--- src/rtl/ir_pkg.sv ---
// Shared types and constants for the IR line-sensor sampling controller.
package ir_pkg;

  localparam int unsigned NUM_CH = 8;
  localparam int unsigned A2D_W  = 12;

  typedef logic [A2D_W-1:0]          ir_rd_t;
  typedef logic [$clog2(NUM_CH)-1:0] ir_ch_t;

  typedef enum logic [2:0] {
    IDLE,
    SETTLE,
    CONV,
    WAIT,
    DONE
  } ir_state_t;

endpackage

--- src/rtl/ir_sample_ctrl_if.sv ---
// Conversion-request handshake between the sampling controller and the SPI A2D.
interface ir_sample_ctrl_if;
  import ir_pkg::*;

  logic   a2d_strt;
  ir_ch_t a2d_chnnl;
  logic   a2d_done;
  ir_rd_t a2d_res;

  modport master (
    output a2d_strt,
    output a2d_chnnl,
    input  a2d_done,
    input  a2d_res
  );

  modport slave (
    input  a2d_strt,
    input  a2d_chnnl,
    output a2d_done,
    output a2d_res
  );

endinterface

--- src/rtl/period_timer.sv ---
// Free-running sweep pacing timer: counts 0..PERIOD-1 while enabled, held at 0 otherwise.
module period_timer #(
  parameter int unsigned PERIOD = 1_000_000
) (
  input  logic clk,
  input  logic rst_n,
  input  logic en,
  output logic tick
);

  localparam int unsigned    TW   = (PERIOD > 1) ? $clog2(PERIOD) : 1;
  localparam logic [TW-1:0]  LAST = TW'(PERIOD - 1);

  logic [TW-1:0] cnt_q;
  logic [TW-1:0] cnt_d;

  always_comb begin
    cnt_d = cnt_q;
    if (!en) begin
      cnt_d = '0;
    end else if (cnt_q == LAST) begin
      cnt_d = '0;
    end else begin
      cnt_d = cnt_q + 1'b1;
    end
  end

  always_ff @(posedge clk or negedge rst_n) begin
    if (!rst_n) begin
      cnt_q <= '0;
    end else begin
      cnt_q <= cnt_d;
    end
  end

  assign tick = en && (cnt_q == LAST);

endmodule

--- src/rtl/ir_sample_ctrl.sv ---
// One sweep of the eight IR line sensors: emitter settle, eight ordered A2D
// conversions into a register file, then a one-cycle IR_vld pulse.
module ir_sample_ctrl
  import ir_pkg::*;
#(
  parameter int unsigned PERIOD = 1_000_000,
  parameter int unsigned SETTLE = 2048
) (
  input  logic                     clk,
  input  logic                     rst_n,
  input  logic                     go,
  ir_sample_ctrl_if.master         a2d,
  output logic                     IR_en,
  input  ir_ch_t                   rd_sel,
  output ir_rd_t                   rd_data,
  output logic                     IR_vld,
  output logic                     busy,
  output logic                     ovr
);

  localparam int unsigned   SW          = $clog2(SETTLE + 1);
  localparam logic [SW-1:0] SETTLE_LAST = SW'(SETTLE - 1);
  localparam ir_ch_t        LAST_CH     = ir_ch_t'(NUM_CH - 1);

  ir_state_t     state_q;
  logic [SW-1:0] settle_q;
  ir_ch_t        ch_q;
  ir_rd_t        rd_q [NUM_CH];
  logic          ovr_q;
  logic          tick;

  period_timer #(
    .PERIOD(PERIOD)
  ) u_timer (
    .clk  (clk),
    .rst_n(rst_n),
    .en   (go),
    .tick (tick)
  );

  // The parameter SETTLE shadows the imported state literal, hence the qualified name.
  always_ff @(posedge clk or negedge rst_n) begin
    if (!rst_n) begin
      state_q  <= IDLE;
      settle_q <= '0;
      ch_q     <= '0;
      ovr_q    <= 1'b0;
      for (int unsigned i = 0; i < NUM_CH; i++) begin
        rd_q[i] <= '0;
      end
    end else begin
      if (!go) begin
        ovr_q <= 1'b0;
      end else if (tick && (state_q != IDLE)) begin
        ovr_q <= 1'b1;
      end

      case (state_q)
        IDLE: begin
          if (tick) begin
            state_q  <= ir_pkg::SETTLE;
            settle_q <= '0;
            ch_q     <= '0;
          end
        end
        ir_pkg::SETTLE: begin
          settle_q <= settle_q + 1'b1;
          if (settle_q == SETTLE_LAST) begin
            state_q <= CONV;
          end
        end
        CONV: begin
          state_q <= WAIT;
        end
        WAIT: begin
          if (a2d.a2d_done) begin
            rd_q[ch_q] <= a2d.a2d_res;
            if (ch_q == LAST_CH) begin
              state_q <= DONE;
            end else begin
              ch_q    <= ch_q + 1'b1;
              state_q <= CONV;
            end
          end
        end
        DONE: begin
          state_q <= IDLE;
        end
        default: begin
          state_q <= IDLE;
        end
      endcase
    end
  end

  assign a2d.a2d_strt  = (state_q == CONV);
  assign a2d.a2d_chnnl = ch_q;
  assign IR_en         = (state_q == ir_pkg::SETTLE) || (state_q == CONV) || (state_q == WAIT);
  assign IR_vld        = (state_q == DONE);
  assign busy          = (state_q != IDLE);
  assign ovr           = ovr_q;
  assign rd_data       = rd_q[rd_sel];

endmodule

--- src/flat_wrapper.sv ---
// flat-port wrapper written by rule: the top's interface ports become plain ports
module ir_sample_ctrl_flat import ir_pkg::*;
#(
  parameter int unsigned PERIOD = 1_000_000,
  parameter int unsigned SETTLE = 2048
)
  (clk, rst_n, go, IR_en, rd_sel, rd_data, IR_vld, busy, ovr, a2d_a2d_strt, a2d_a2d_chnnl, a2d_a2d_done, a2d_a2d_res);
  ir_sample_ctrl_if a2d_i ();
  input  logic clk;
  input  logic rst_n;
  input  logic go;
  output logic IR_en;
  input  ir_ch_t rd_sel;
  output ir_rd_t rd_data;
  output logic IR_vld;
  output logic busy;
  output logic ovr;
  output wire logic [$bits(a2d_i.a2d_strt)-1:0] a2d_a2d_strt;
  output wire logic [$bits(a2d_i.a2d_chnnl)-1:0] a2d_a2d_chnnl;
  input wire logic [$bits(a2d_i.a2d_done)-1:0] a2d_a2d_done;
  input wire logic [$bits(a2d_i.a2d_res)-1:0] a2d_a2d_res;
  assign a2d_a2d_strt = a2d_i.a2d_strt;
  assign a2d_a2d_chnnl = a2d_i.a2d_chnnl;
  assign a2d_i.a2d_done = a2d_a2d_done;
  assign a2d_i.a2d_res = a2d_a2d_res;
  ir_sample_ctrl #(.PERIOD(PERIOD), .SETTLE(SETTLE)) u_core (.clk(clk), .rst_n(rst_n), .go(go), .a2d(a2d_i), .IR_en(IR_en), .rd_sel(rd_sel), .rd_data(rd_data), .IR_vld(IR_vld), .busy(busy), .ovr(ovr));
endmodule
--- config.mk ---
export PLATFORM = sky130hd
export DESIGN_NAME = ir_sample_ctrl_flat
export DESIGN_NICKNAME = d
export VERILOG_FILES = /design/src/rtl/ir_pkg.sv /design/src/rtl/ir_sample_ctrl_if.sv /design/src/rtl/period_timer.sv /design/src/rtl/ir_sample_ctrl.sv /design/src/flat_wrapper.sv
export SDC_FILE = /design/constraint.sdc
export NUM_CORES = 1
export LEC_CHECK = 0
export BUFFER_PORTS_ARGS = -buffer_cell sky130_fd_sc_hd__buf_4
export CAP_MARGIN = 20
export CORE_MARGIN = 10
export CORE_UTILIZATION = 47
export DETAILED_ROUTE_END_ITERATION = 6
export GPL_TIMING_DRIVEN = 0
export PLACE_DENSITY = 0.64
export SLEW_MARGIN = 25
export SYNTH_ARGS = -nofsm -noshare
export SYNTH_HDL_FRONTEND = slang
export SYNTH_SLANG_ARGS = --single-unit
--- constraint.sdc ---
create_clock -name clk -period 2.4 [get_ports clk]
set_clock_uncertainty 0.15 [all_clocks]
set_input_delay 0.36 -clock clk [delete_from_list [all_inputs] [get_ports clk]]
set_output_delay 0.36 -clock clk [all_outputs]
set_load 0.05 [all_outputs]
Word-level counts from Yosys, hierarchy flattened

Index checks and enable logic that the tools add are counted.

Bits in registers: 135
Logic and storage cells: 67
Bits of input ports: 19

Bitwise logic cells: 2
Add/sub/neg operators: 3
Equal/unequal tests: 12
Mux-type cells: 21
Magnitude comparators: 3
Reductions and logical operators: 13

Operators with widths:

| kind                  | number |
|---|---|
| $bwmux 96             | 1 |
| $mux 12               | 4 |
| $mux 20               | 2 |
| $bmux 12 s3           | 1 |
| $demux 12 s3          | 1 |
| $pmux 12 s2           | 1 |
| $mux 3                | 7 |
| $add 20x1->20 const B | 1 |
| $eq 20x20->1 const B  | 1 |
| $add 12x1->12 const B | 1 |
| $eq 12x11->1 const B  | 1 |
| $pmux 3 s4            | 1 |
| $ge 4x4->1 const B    | 2 |
| $not 3->4             | 2 |
| $eq 3x2->1 const B    | 2 |
| $eq 3x3->1 const B    | 2 |
| $ne 2x1->1 const B    | 3 |
| $pmux 3 s2            | 1 |
| $lt 4x1->1 const B    | 1 |
| $ne 2x2->1 const B    | 2 |
| $reduce_and 2->1      | 2 |
| $reduce_and 4->1      | 1 |
| $reduce_bool 2->1     | 2 |
| $add 3x1->3 const B   | 1 |
| other kinds (7)       | 11 |

Longest topological paths before layout

Depth after elaboration: 6
Depth in mapped cells: 7
Depth with buffers taken out: 5

Hierarchy

From an unflattened synthesis, not the netlist that was laid out.

Cell total of the unflattened synthesis: 464
Area, all modules: 6567.5 um^2

Modules (own cells, without submodules):

| module         | times used | area an instance (um^2) | cells an instance | seq. area each (um^2) |
|---|---|---|---|---|
| ir_sample_ctrl | 1          | 5465.2                  | 355               | 2877.8 |
| period_timer   | 1          | 1102.3                  | 109               | 500.5 |

Worst setup path before layout

No wires, ideal clock.

Path kind: input-to-output
From: in rd_sel[0]
To: out rd_data[0]
Buffers on the path: 2
Stages: 4
Path slack: -0.003 ns
Arrival: 1.893 ns
Cell sequence: clkbuf_1 > buf_2 > mux4_2 > mux2_2

Cells in the longest elaborated chain, start to end: 4

Ends and longest elaborated chain:

| element                                    | line                  | source |
|---|---|---|
| from (decl)                                | flat_wrapper.sv:13    | `input ir_ch_t rd_sel;` |
| $not 3->4 (implied by the code)            | ir_sample_ctrl.sv:102 | `assign rd_data = rd_q[rd_sel];` |
| $bmux 12 s3                                | ir_sample_ctrl.sv:102 |  |
| $mux 12 (implied by the code) (2 in a row) | ir_sample_ctrl.sv:102 |  |
| to (decl)                                  | flat_wrapper.sv:14    | `output ir_rd_t rd_data;` |

Every way passes these cells. The select of a mux whose other input is x is not followed.

Final worst setup path

From: in rd_sel[0]
To: out rd_data[7]

Same word-level chain as after synthesis.

==> results.yml <==
logic_synthesis:
  synth-seq-cells: 135
  yosysUniqueCellTypes: 50
  syn_area_um2: 6410
  yosys_warnings: 0
  synth-edff-count: 0
  yosys_most_used_dff: "dfrtp_1"
  syn_nets: 502
  ys_seq_area_share_pct: 52.7
  synth_cells: 479
  synth_area_per_cell_um2: 13.4
  async_flop_share_pct: 100
floorplanning:
  coreArea_um2: 13300
  num_rows: 42
  die_h_um: 137
  pin_count: 39
  dieWidth_um: 137
  start_util_pct: 48.2
  dieArea_um2: 18700
drt:
  drt_wl_total_um: 13000
  drt_iter0_markers: 239
  wl_per_cell_um: 17.9
  drc: 0
  vias: 4017
  viasPerCell: 5.53
  antenna_left: 0
  drt_pass1_iterations: 4
layout:
  nNetsFinal: 561
  syn2layout_area_growth_pct: 18.7
  drive_above_1_share_pct: 42.0
  final_util_pct: 57.2
  diodes: 0
  fin_area_um2: 7610
  finalNonFillerCells: 726
global_route:
  grt_overflow: 0
  grt_pass1_wl_um: 22200
  grt_max_degree: 82
  use_met3_pct: 4.44
  grt_pass1_vias: 4322
  top_usage_layer: "met2"
  grt_use_met1_pct: 18.7
  grt.met2_usage_pct: 25.3
  grt_usage_pct: 15.2
  grt_antenna_before_repair: 0
power:
  p_per_area_nw_per_um2: 693
  leakagePower_nw: 3.47
  peakVddDrop_uv: 642
timing:
  fin_crit_ps: 2350
  slew_violations: 0
  finalSetupViolCount: 0
  rsz0062_at_grt: "true"
  hold_slack_ps: 60.3
  finalHoldViolations: 0
  final.period_utilization_pct: 98.1
  finalSetupTns_ps: 0
  slew_headroom_pct: 48.8
  tightestPinTransition_ps: 768
  max_freq_mhz: 425
cts:
  insertion_delay_ps: 410
  numCtsBuffers: 17
  root_buffer: "clkbuf_16"
  cts_tree: "built"
  cts.path.max_buffers: 2
  cts.sinks: 135
  htree_levels: 4
  clkTransAtPathRegs_ps: 50
placement:
  numPlacedInstances: 692
  place_congestion: 0.762
  hpwlAfterDp_um: 8620
  dpl_cell_area_um2: 6940
  portBuffers: 36
setup_path:
  cp_top_family: "multiplexers"
  critPathBufInv: 3
  cp_data_arrival_time_ps: 1840
  cp_max_fo: 10
  required_ps: 1890
  critical_path.cell_chain: "buf_2, buf_8, mux4_2, mux2_2, buf_4"
  max_stage_delay_ps: 520
  worst-setup-path-type: "in -> out"
  slowest_stage: "mux4_2"
  worst_setup_path_start_kind: "input port"
  end_kind: "output pin"
hold_path:
  hp-class: "in -> reg"
job:
  cap_violations: 0
outcome:
  status: "finished clean"
[layer usage]
layer | up-vias | wire length (um)
met3 | 13 | 520
met1 | 2057 | 5640
li1 | 1887 | -
met4 | 0 | 135
met2 | 60 | 6710
met5 | - | 0
[final timing paths]
path	start	endpoint	slack, ps	cells past startpoint
setup / recovery	rd_sel[0]	rd_data[7]	50	5
hold / removal	go	u_core.ovr	60	2
setup reg to reg	u_core.state_q[2]	u_core.rd_q[5]	70	6
hold reg to reg	u_core.u_timer.cnt_q[0]	u_core.u_timer.cnt_q[0]	320	1
max in group asynchronous	rst_n	u_core.rd_q[7]	1070	3
min in group asynchronous	rst_n	u_core.rd_q[61]	300	2
[layout make-up]
class | instances | area [um2]
buffer | 22 | 150
timing repair buffer | 40 | 330
tap | 176 | 220
clock inverter | 6 | 90.1
inverter | 6 | 22.5
clock buffer | 25 | 505
fill | 1064 | 5690
multi-input combinational | 316 | 2910
sequential | 135 | 3380
[state kept, by name, indices dropped and copies added (netlist names)]
name,cells
u_core.rd_q,96
u_core.u_timer.cnt_q,20
u_core.settle_q,12
u_core.a2d.a2d_chnnl,3
u_core.state_q,3
u_core.ovr,1
[cell usage in the layout (no fill, tap or decap), types with 2 or more instances in the layout]
cell type / count
and2_1: 2
and3_1: 2
and4_1: 3
buf_2: 9
buf_4: 39
buf_6: 3
buf_8: 3
bufinv_16: 2
clkbuf_1: 7
clkbuf_16: 17
clkbuf_8: 5
clkinv_4: 2
dfrtp_1: 135
ha_1: 3
inv_1: 6
mux2_2: 108
mux2i_1: 3
mux4_2: 24
nand2_1: 29
nand2b_1: 2
nand3_1: 11
nand4_1: 9
nand4b_1: 2
nor2_1: 31
nor2b_1: 2
nor3_1: 10
nor3b_1: 4
nor4_1: 6
nor4_4: 2
o211ai_1: 4
o21ai_0: 5
o21ai_1: 5
o21bai_1: 3
o31ai_1: 2
or2_2: 4
or3_1: 7
xnor2_1: 12
xor2_1: 3
[metrics by stage]
step	power, mW	worst slack, ps
after floorplan	2.58	82.9
after CTS	5.33	4.33
after global routing	5.47	-50.8
final	5.27	46.5
after global placement	2.71	-332
after detailed placement	2.73	-346
[cell usage after synthesis (3+ instances only)]
| cell | instances | area [um2] |
|---|---|---|
| and4_1 | 3 | 26.3 |
| buf_2 | 12 | 60.1 |
| clkbuf_1 | 7 | 26.3 |
| dfrtp_1 | 135 | 3380 |
| ha_1 | 4 | 50.1 |
| inv_1 | 6 | 22.5 |
| mux2_2 | 108 | 1220 |
| mux2i_1 | 3 | 30.0 |
| mux4_2 | 24 | 541 |
| nand2_1 | 29 | 109 |
| nand3_1 | 11 | 55.1 |
| nand4_1 | 9 | 56.3 |
| nor2_1 | 32 | 120 |
| nor3_1 | 10 | 50.1 |
| nor3b_1 | 4 | 30.0 |
| nor4_1 | 6 | 37.5 |
| o211ai_1 | 4 | 30.0 |
| o21ai_0 | 5 | 25.0 |
| o21ai_1 | 5 | 25.0 |
| o21bai_1 | 3 | 22.5 |
| or2_2 | 4 | 25.0 |
| or3_1 | 7 | 43.8 |
| xnor2_1 | 12 | 105 |
| xor2_1 | 3 | 26.3 |
[timing repair]
item,4_1_cts,5_1_grt
resized for setup,10,8
gates cloned,0,0
hold endpoints to repair,54,0
setup buffers,1,1
setup endpoints to repair,41,65
pin swaps,1,1
hold buffers,1,0
[cells by family (layout without fill, tap and decap cells)]
logic type / count (synthesis) / after routing / synth area share (%)
flops: 135 / 135 / 52.7
buf+inv: 28 / 99 / 2.05
simple gates: 135 / 135 / 11.7
fa+ha+maj: 4 / 4 / 0.781
compound gates: 27 / 27 / 2.81
mux: 135 / 135 / 27.9
xor+xnor: 15 / 15 / 2.05
[where the power goes]
part           switching [mW]  internal, mW
logic                   0.191         0.146
clock network           0.913          1.66
registers              0.0296          2.33
total                    1.13          4.14
(Power assumes the default switching activity.)
